**config.mk**
```make
export PLATFORM = sky130hd
export DESIGN_NAME = tia_horizontal_sync_counter
export DESIGN_NICKNAME = d
export VERILOG_FILES = /design/src/rtl/tia_horizontal_sync_counter.sv
export SDC_FILE = /design/constraint.sdc
export NUM_CORES = 1
export LEC_CHECK = 0
export ABC_AREA = 1
export BUFFER_PORTS_ARGS = -buffer_cell sky130_fd_sc_hd__buf_2
export CELL_PAD_IN_SITES_DETAIL_PLACEMENT = 0
export CELL_PAD_IN_SITES_GLOBAL_PLACEMENT = 2
export CORE_ASPECT_RATIO = 0.75
export CORE_UTILIZATION = 32
export CTS_CLUSTER_SIZE = 40
export DETAILED_ROUTE_END_ITERATION = 8
export MAX_ROUTING_LAYER = met4
export PLACE_DENSITY = 0.91
export SETUP_SLACK_MARGIN = 0.1
export SLEW_MARGIN = 30
export SYNTH_ARGS = -nofsm -noshare
export SYNTH_HDL_FRONTEND = slang
export SYNTH_SLANG_ARGS = --single-unit
```
**constraint.sdc**
```tcl
create_clock -name clk -period 3.3 [get_ports clk]
set_input_delay 0.165 -clock clk [delete_from_list [all_inputs] [get_ports clk]]
set_output_delay 0.165 -clock clk [all_outputs]
set_load 0.02 [all_outputs]
```
**src/rtl/tia_horizontal_sync_counter.sv**
```systemverilog
// Horizontal sync counter: divides the colour clock into two phase strobes, steps a 57-state
// line counter and decodes HSYNC/HBLANK/burst/centre/line-start. Optional: TIA_HMOVE_BLANK_EN.
module tia_horizontal_sync_counter #(
   parameter int unsigned LINE_STEPS = 57,
   parameter int unsigned PHASE_DIV  = 4
) (
   input  logic       clk,
   input  logic       reset,
   input  logic       rsyn_gated,
   input  logic       hmove,
   output logic       h_phi1,
   output logic       h_phi2,
   output logic [5:0] hcount,
   output logic       hsync,
   output logic       hblank,
   output logic       cburst,
   output logic       center,
   output logic       line_start
);

   localparam int unsigned DivW = $clog2(PHASE_DIV);

   localparam logic [5:0] HsyncFirst  = 6'd4;
   localparam logic [5:0] HsyncLast   = 6'd7;
   localparam logic [5:0] BurstFirst  = 6'd8;
   localparam logic [5:0] BurstLast   = 6'd11;
   localparam logic [5:0] BlankLast   = 6'd16;
   localparam logic [5:0] BlankLastHm = 6'd18;
   localparam logic [5:0] CenterIdx   = 6'd36;
   localparam logic [5:0] LastIdx     = 6'(LINE_STEPS - 1);

   logic [DivW-1:0] r_div;
   logic [5:0]      r_hcount;
   logic            r_h_phi1;
   logic            r_h_phi2;
   logic            r_hsync;
   logic            r_hblank;
   logic            r_cburst;
   logic            r_center;
   logic            r_line_start;
   logic            r_rsyn_q;

   logic [DivW-1:0] w_div_nxt;
   logic            w_adv;
   logic            w_wrap;
   logic [5:0]      w_hc_nxt;
   logic [5:0]      w_blank_last;
   logic            w_ls_nxt;

   always_comb begin
      w_div_nxt = '0;
      if (r_div != DivW'(PHASE_DIV - 1)) begin
         w_div_nxt = r_div + 1'b1;
      end
      w_adv    = r_h_phi2;
      w_wrap   = w_adv && (r_hcount == LastIdx);
      w_hc_nxt = r_hcount;
      if (w_wrap) begin
         w_hc_nxt = '0;
      end else if (w_adv) begin
         w_hc_nxt = r_hcount + 6'd1;
      end
      // Only the first edge of a held restart request counts as a line start.
      w_ls_nxt = rsyn_gated ? !r_rsyn_q : w_wrap;
   end

`ifdef TIA_HMOVE_BLANK_EN
   logic r_hmove_latch;
   logic r_blank_ext;

   // The latch armed during one line stretches the blank of the line that follows it.
   always_ff @(posedge clk or posedge reset) begin
      if (reset) begin
         r_hmove_latch <= 1'b0;
         r_blank_ext   <= 1'b0;
      end else if (w_ls_nxt) begin
         r_blank_ext   <= r_hmove_latch;
         r_hmove_latch <= hmove;
      end else if (hmove) begin
         r_hmove_latch <= 1'b1;
      end
   end

   assign w_blank_last = r_blank_ext ? BlankLastHm : BlankLast;
`else
   logic w_unused_hmove;
   assign w_unused_hmove = hmove;
   assign w_blank_last   = BlankLast;
`endif

   always_ff @(posedge clk or posedge reset) begin
      if (reset) begin
         r_div        <= '0;
         r_hcount     <= '0;
         r_h_phi1     <= 1'b0;
         r_h_phi2     <= 1'b0;
         r_hsync      <= 1'b0;
         r_hblank     <= 1'b1;
         r_cburst     <= 1'b0;
         r_center     <= 1'b0;
         r_line_start <= 1'b0;
         r_rsyn_q     <= 1'b0;
      end else begin
         r_rsyn_q     <= rsyn_gated;
         r_line_start <= w_ls_nxt;
         if (rsyn_gated) begin
            r_div    <= '0;
            r_hcount <= '0;
            r_h_phi1 <= 1'b0;
            r_h_phi2 <= 1'b0;
            r_hsync  <= 1'b0;
            r_hblank <= 1'b1;
            r_cburst <= 1'b0;
            r_center <= 1'b0;
         end else begin
            r_div    <= w_div_nxt;
            r_h_phi1 <= (w_div_nxt == DivW'(1));
            r_h_phi2 <= (w_div_nxt == DivW'(PHASE_DIV - 1));
            r_hcount <= w_hc_nxt;
            r_hsync  <= (w_hc_nxt >= HsyncFirst) && (w_hc_nxt <= HsyncLast);
            r_cburst <= (w_hc_nxt >= BurstFirst) && (w_hc_nxt <= BurstLast);
            r_hblank <= (w_hc_nxt <= w_blank_last);
            r_center <= w_adv && (w_hc_nxt == CenterIdx);
         end
      end
   end

   assign h_phi1     = r_h_phi1;
   assign h_phi2     = r_h_phi2;
   assign hcount     = r_hcount;
   assign hsync      = r_hsync;
   assign hblank     = r_hblank;
   assign cburst     = r_cburst;
   assign center     = r_center;
   assign line_start = r_line_start;

endmodule
```
==> results of run 1 <==
==> flip-flops by register name (all words and copies together), names as in the netlist <==
register	cells
hcount	6
r_div	2
cburst	1
center	1
h_phi1	1
h_phi2	1
hblank	1
hsync	1
line_start	1
r_rsyn_q	1
==> metal layers <==
| metal | up-vias | wire [um] | part of all wire | global-route usage |
|---|---|---|---|---|
| li1 | 327 | - | - | - |
| met3 | 5 | 82 | 0.057 | 0.0597 |
| met4 | 0 | 21 | 0.015 | 0.0419 |
| met1 | 291 | 696 | 0.48 | 0.147 |
| met2 | 18 | 637 | 0.44 | 0.220 |
| met5 | - | 0 | 0 | - |
==> stage by stage <==
stage	worst slack (ns)	instance area, um^2	cells	utilization
2_1_floorplan	1.84	803	94	-
3_3_place_gp	1.79	916	142	0.394
3_5_place_dp	1.78	916	142	0.394
4_1_cts	1.75	952	147	0.409
5_1_grt	1.59	952	147	0.409
6_report	1.75	952	147	0.409
==> layout make-up <==
cell class / instances / area share
Clock buffer: 4 / 0.0276
Inverter: 15 / 0.0591
Multi-Input combinational cell: 62 / 0.357
Sequential cell: 16 / 0.422
Tap cell: 34 / 0.0447
Timing Repair Buffer: 16 / 0.0894
==> cells by family (layout without fill, tap and decap cells) <==
kind of cell	Yosys count	after routing	share of synthesized area
buffers and inverters	16	35	0.0763
AND/OR/NAND/NOR	50	50	0.291
adder cells (fa/ha/maj)	5	5	0.0779
flip-flops	16	16	0.500
AO/OA/AOI/OAI	7	7	0.0545
==> how the worst min path moves through the flow <==
stage                           to  slack (ns)  startpoint  depth (start not counted)
after detailed placement    h_phi1        0.27       reset                          2
after global routing      r_rsyn_q        0.08  rsyn_gated                          1
after floorplan             cburst        0.08       reset                          1
after CTS                 r_rsyn_q        0.09  rsyn_gated                          1
after global placement      h_phi1        0.25       reset                          2
final                     r_rsyn_q        0.09  rsyn_gated                          1
==> cell usage in the layout, fill, tap and decap left out <==
cell type / count
dfstp_2: 1
ha_1: 5
inv_1: 15
nor2_2: 3
nand2_1: 18
nor3_1: 1
o21ai_2: 1
nand4_1: 2
nand3_2: 2
nor2_1: 15
dlygate4sd3_1: 1
a21oi_1: 3
o21ai_0: 1
clkbuf_1: 1
a21boi_0: 1
nand2_2: 2
nor2_4: 1
o21bai_1: 1
nand3_1: 6
buf_2: 15
clkbuf_4: 3
dfrtp_1: 15
==> power by group through the flow <==
stage | clock [uW] | sequential (uW) | combinational [uW]
after global routing | 120 | 211 | 44.4
after detailed placement | 0 | 213 | 37.4
after CTS | 110 | 210 | 38.5
final | 107 | 209 | 37.6
after global placement | 0 | 213 | 36.8
after floorplan | 0 | 217 | 22.3
==> flow_metrics.env, run 1 <==
export IMPL_reg2regPathDepth=8
export IMPL_clock_sinks=16
export IMPL_max_cap_violations=0
export IMPL_num_rows=15
export IMPL_fp_dieW_um=59.9
export IMPL_status="finished, final reports clean"
export IMPL_worst_setup_path_type="register to register"
export IMPL_fin_skew_ns=0.00358
export IMPL_wl_mm=1.44
export IMPL_end_kind="register"
export IMPL_synth_top_area_share=0.467
export IMPL_dp_hpwl_mm=1.11
export IMPL_antenna_left=0
export IMPL_ys_ff_latch=16
export IMPL_max_freq_mhz=643
export IMPL_critical_path_max_stage_delay_ns=0.43
export IMPL_syn_to_final_growth_pct=18.5
export IMPL_io_buffers=15
export IMPL_crit_fanout=7
export IMPL_htreeDepth=1
export IMPL_fin_crit_ns=1.55
export IMPL_power_share_sequential=0.591
export IMPL_p_sw_frac=0.257
export IMPL_ff_latch_area_um2=402
export IMPL_viasPerCell=4.36
export IMPL_setup_viol=0
export IMPL_fillCellCount=257
export IMPL_slew_limit_headroom=0.608
export IMPL_required_ns=3.52
export IMPL_synth_most_common_cell="nand2_1"
export IMPL_avgSynthCellArea_um2=8.55
export IMPL_critPathLaunchType="register"
export IMPL_synthArstFlopShare=1.00
export IMPL_cts_root_buf="clkbuf_4"
export IMPL_layout_worst_path_cycle_share=0.471
export IMPL_p_clk_frac=0.302
export IMPL_postSynthCellCount=94
export IMPL_hp_class="input pin to register"
export IMPL_clk_latency_ns=0.29
export IMPL_ys_flop_type="dfrtp_1"
export IMPL_cp_num_cells=8
export IMPL_numCtsBuffers=3
export IMPL_reg2reg_slack_ns=1.75
export IMPL_grt_pass1_wl_mm=2.46
export IMPL_worst_hold_slack_ns=0.0928
export IMPL_tightest_slew_ns=0.587
export IMPL_power_density_nw_per_um2=372
export IMPL_p_leak_uw=0.000497
export IMPL_vias=641
export IMPL_yosysSeqAreaShare=0.500
export IMPL_grt_overflow=0
export IMPL_grt_usage=0.134
export IMPL_setup_tns_ns=0
export IMPL_peakVddDrop_uv=154
export IMPL_ctsResizeCount=0
export IMPL_synth_area_um2=803
export IMPL_dieHeight_um=45.4
export IMPL_cp_endpoint="hblank"
export IMPL_synth_enable_flop_cells=0
export IMPL_start_util=0.345
export IMPL_cts_setup_buffers=0
export IMPL_p_sw_uw=90.8
export IMPL_p_comb_frac=0.106
export IMPL_yosysTopAreaCell="dfrtp_1"
export IMPL_rsz0062_at_grt="false"
export IMPL_first_iter_violations=21
export IMPL_cts_tree="done"
export IMPL_drive_above_1_share=0.248
export IMPL_slowest_stage="dfrtp_1"
export IMPL_multi_input_area_um2=340
export IMPL_antenna_found_initial=0
export IMPL_grt_pass1_vias=605
export IMPL_io_pins=17
export IMPL_p_int_uw=263
export IMPL_r2r_end="hblank"
export IMPL_syn_nets=103
export IMPL_finalPower_uw=354
export IMPL_grt_max_degree=17
export IMPL_dr_pass1_iters=4
export IMPL_cts_hold_buf=1
export IMPL_crit_arrival_ns=1.77
export IMPL_wl_per_cell_um=9.78
export IMPL_cp_num_buf_inv=1
export IMPL_synth_common_cells="nand2_1 (18), dfrtp_1 (15), inv_1 (15), nor2_1 (15), nand3_1 (6)"
export IMPL_hold_viol_final=0
export IMPL_synth_cell_types=19
export IMPL_crit_chain="inv_1 -> ha_1 -> nand2_1 -> nor2_1 -> nand2_2 -> nand2_1 -> nor2_1 -> a21oi_1"
export IMPL_drc_errors=0
export IMPL_dieArea_um2=2720
export IMPL_core_area_um2=2330
export IMPL_clk_pin_slew_ns=0.09
export IMPL_fin_nets=123
export IMPL_synth_warnings=0
export IMPL_antenna_cells=0
export IMPL_cp_top_family="simple AND/OR/NAND/NOR gates"
export IMPL_cp_startpoint="hcount[0]"
export IMPL_gp_congestion=0.832
export IMPL_cts_buffer_depth=2
export IMPL_r2r_start="hcount[0]"
export IMPL_yosys_top_cells_area="dfrtp_1 (47%), nand2_1 (8.4%), ha_1 (7.8%)"
export IMPL_maxSlewViolCount=0
Note: power is estimated with default switching activity, not from simulation.
==> run 2, diff against run 1 <==
Settings changed: CORE_UTILIZATION 32 to 27, PLACE_DENSITY 0.91 to 0.83.
Clock period 3.3 ns to 1.4 ns, I/O delays scaled along.
==> flow_metrics.env, run 2 (same netlist as run 1, synthesis figures left out) <==
export IMPL_status="finished, final reports clean"
export IMPL_io_buffers=15
export IMPL_largest_reg_flops=6
export IMPL_placed_cell_area_um2=961
export IMPL_fin_nets=131
export IMPL_clk_pin_slew_ns=0.06
export IMPL_setup_viol=0
export IMPL_drc_errors=0
export IMPL_clock_sinks=16
export IMPL_wl_mm=1.64
export IMPL_hold_viol_final=0
export IMPL_hp_class="input pin to register"
export IMPL_max_cap_violations=0
export IMPL_critPathLaunchType="register"
export IMPL_tightest_slew_ns=0.582
export IMPL_clk_latency_ns=0.25
export IMPL_dr_pass1_iters=2
export IMPL_grt_max_degree=17
export IMPL_numCtsBuffers=3
export IMPL_fin_skew_ns=0.00298
export IMPL_crit_chain="inv_2 -> ha_4 -> nand2_4 -> nor2_4 -> nand2_4 -> a21oi_1 -> nand2_1 -> nor2_1"
export IMPL_wl_per_cell_um=10.4
export IMPL_worst_setup_path_type="register to register"
export IMPL_layout_worst_path_cycle_share=0.965
export IMPL_power_density_nw_per_um2=836
export IMPL_dieArea_um2=3200
export IMPL_cts_tree="done"
export IMPL_viasPerCell=4.26
export IMPL_slew_limit_headroom=0.612
export IMPL_syn_to_final_growth_pct=42.7
export IMPL_grt_pass1_vias=635
export IMPL_critical_path_max_stage_delay_ns=0.43
export IMPL_io_pins=17
export IMPL_vias=669
export IMPL_drive_above_1_share=0.488
export IMPL_core_area_um2=2720
export IMPL_required_ns=1.58
export IMPL_max_freq_mhz=740
export IMPL_dieHeight_um=49.2
export IMPL_dp_hpwl_mm=1.19
export IMPL_fp_dieW_um=65.0
export IMPL_maxSlewViolCount=0
export IMPL_fin_crit_ns=1.35
export IMPL_peakVddDrop_uv=642
export IMPL_antenna_found_initial=0
export IMPL_stdcell_area_um2=1150
export IMPL_grt_usage=0.122
export IMPL_crit_arrival_ns=1.53
export IMPL_final_cell_mix="nand2_1 (15), buf_2 (15), inv_1 (12), dfrtp_1 (12), nor2_1 (10)"
export IMPL_crit_fanout=7
export IMPL_antenna_left=0
export IMPL_grt_pass1_wl_mm=2.84
export IMPL_first_iter_violations=17
export IMPL_crit_path_frequent_cell="nand2_4"
export IMPL_grt_overflow=0
export IMPL_num_rows=16
export IMPL_antenna_cells=0
export IMPL_cts_root_buf="clkbuf_8"
export IMPL_finalPower_uw=958
export IMPL_p_leak_uw=0.000568
export IMPL_gp_congestion=0.708
export IMPL_slowest_stage="dfrtp_2"
export IMPL_end_kind="register"
export IMPL_start_util=0.295
export IMPL_cts_buffer_depth=2
export IMPL_rsz0062_at_grt="true"
export IMPL_htreeDepth=1
==> run 2: per-layer routing <==
layer	track usage	up-vias	share of wire	wire length, um
li1	-	347	-	-
met1	0.161	309	0.51	833
met2	0.170	13	0.45	732
met3	0.0491	0	0.043	70
met4	0.0333	0	0	0
met5	-	-	0	0
==> run 2: worst paths after layout <==
path	startpoint	to	slack (ns)	depth (start not counted)
setup / recovery	hcount[0]	center	0.05	8
hold / removal	rsyn_gated	r_rsyn_q	0.06	1
setup reg to reg	hcount[0]	center	0.05	8
hold reg to reg	r_rsyn_q	line_start	0.42	1
max in group asynchronous	reset	hcount[1]	0.56	3
min in group asynchronous	reset	h_phi1	0.43	3
==> run 2: final cells by class <==
cell class	count	area [um^2]
Fill cell	299	1580
Multi-Input combinational cell	62	449
Sequential cell	16	405
Timing Repair Buffer	24	145
Tap cell	36	45.0
Clock buffer	4	45.0
Inverter	15	56.3
==> run 2: stage by stage <==
stage	hold WS, ns	std cells	TNS, ns	util	setup WS, ns
after global routing	0.0558	157	-0.135	0.421	-0.0458
final	0.0563	157	0	0.421	0.0491
after CTS	0.0482	157	0	0.415	0.0264
after detailed placement	0.168	148	-0.140	0.353	-0.0429
after floorplan	-0.0171	94	0	-	0.0596
after global placement	0.159	148	-0.111	0.353	-0.0358
==> run 2: power by group <==
| part | total, uW | internal, uW | switching (uW) |
|---|---|---|---|
| Clock | 348 | 201 | 146 |
| Combinational | 115 | 45.6 | 69.7 |
| Sequential | 496 | 481 | 14.5 |
==> run 2: worst max-delay path, delay by kind of cell (launching register included) <==
family,cells,cell delay (ns)
simple gates,5,0.44
fa+ha+maj,1,0.15
flops,1,0.43
compound gates,1,0.18
buf+inv,1,0.09
==> run 2: what timing repair did <==
action	in CTS	in global routing
hold buffers	1	0
endpoints found under the setup margin	11	9
gates resized for setup	19	7
cloned	0	0
pin swaps	11	4
hold endpoints to repair	15	0
setup buffers	4	0
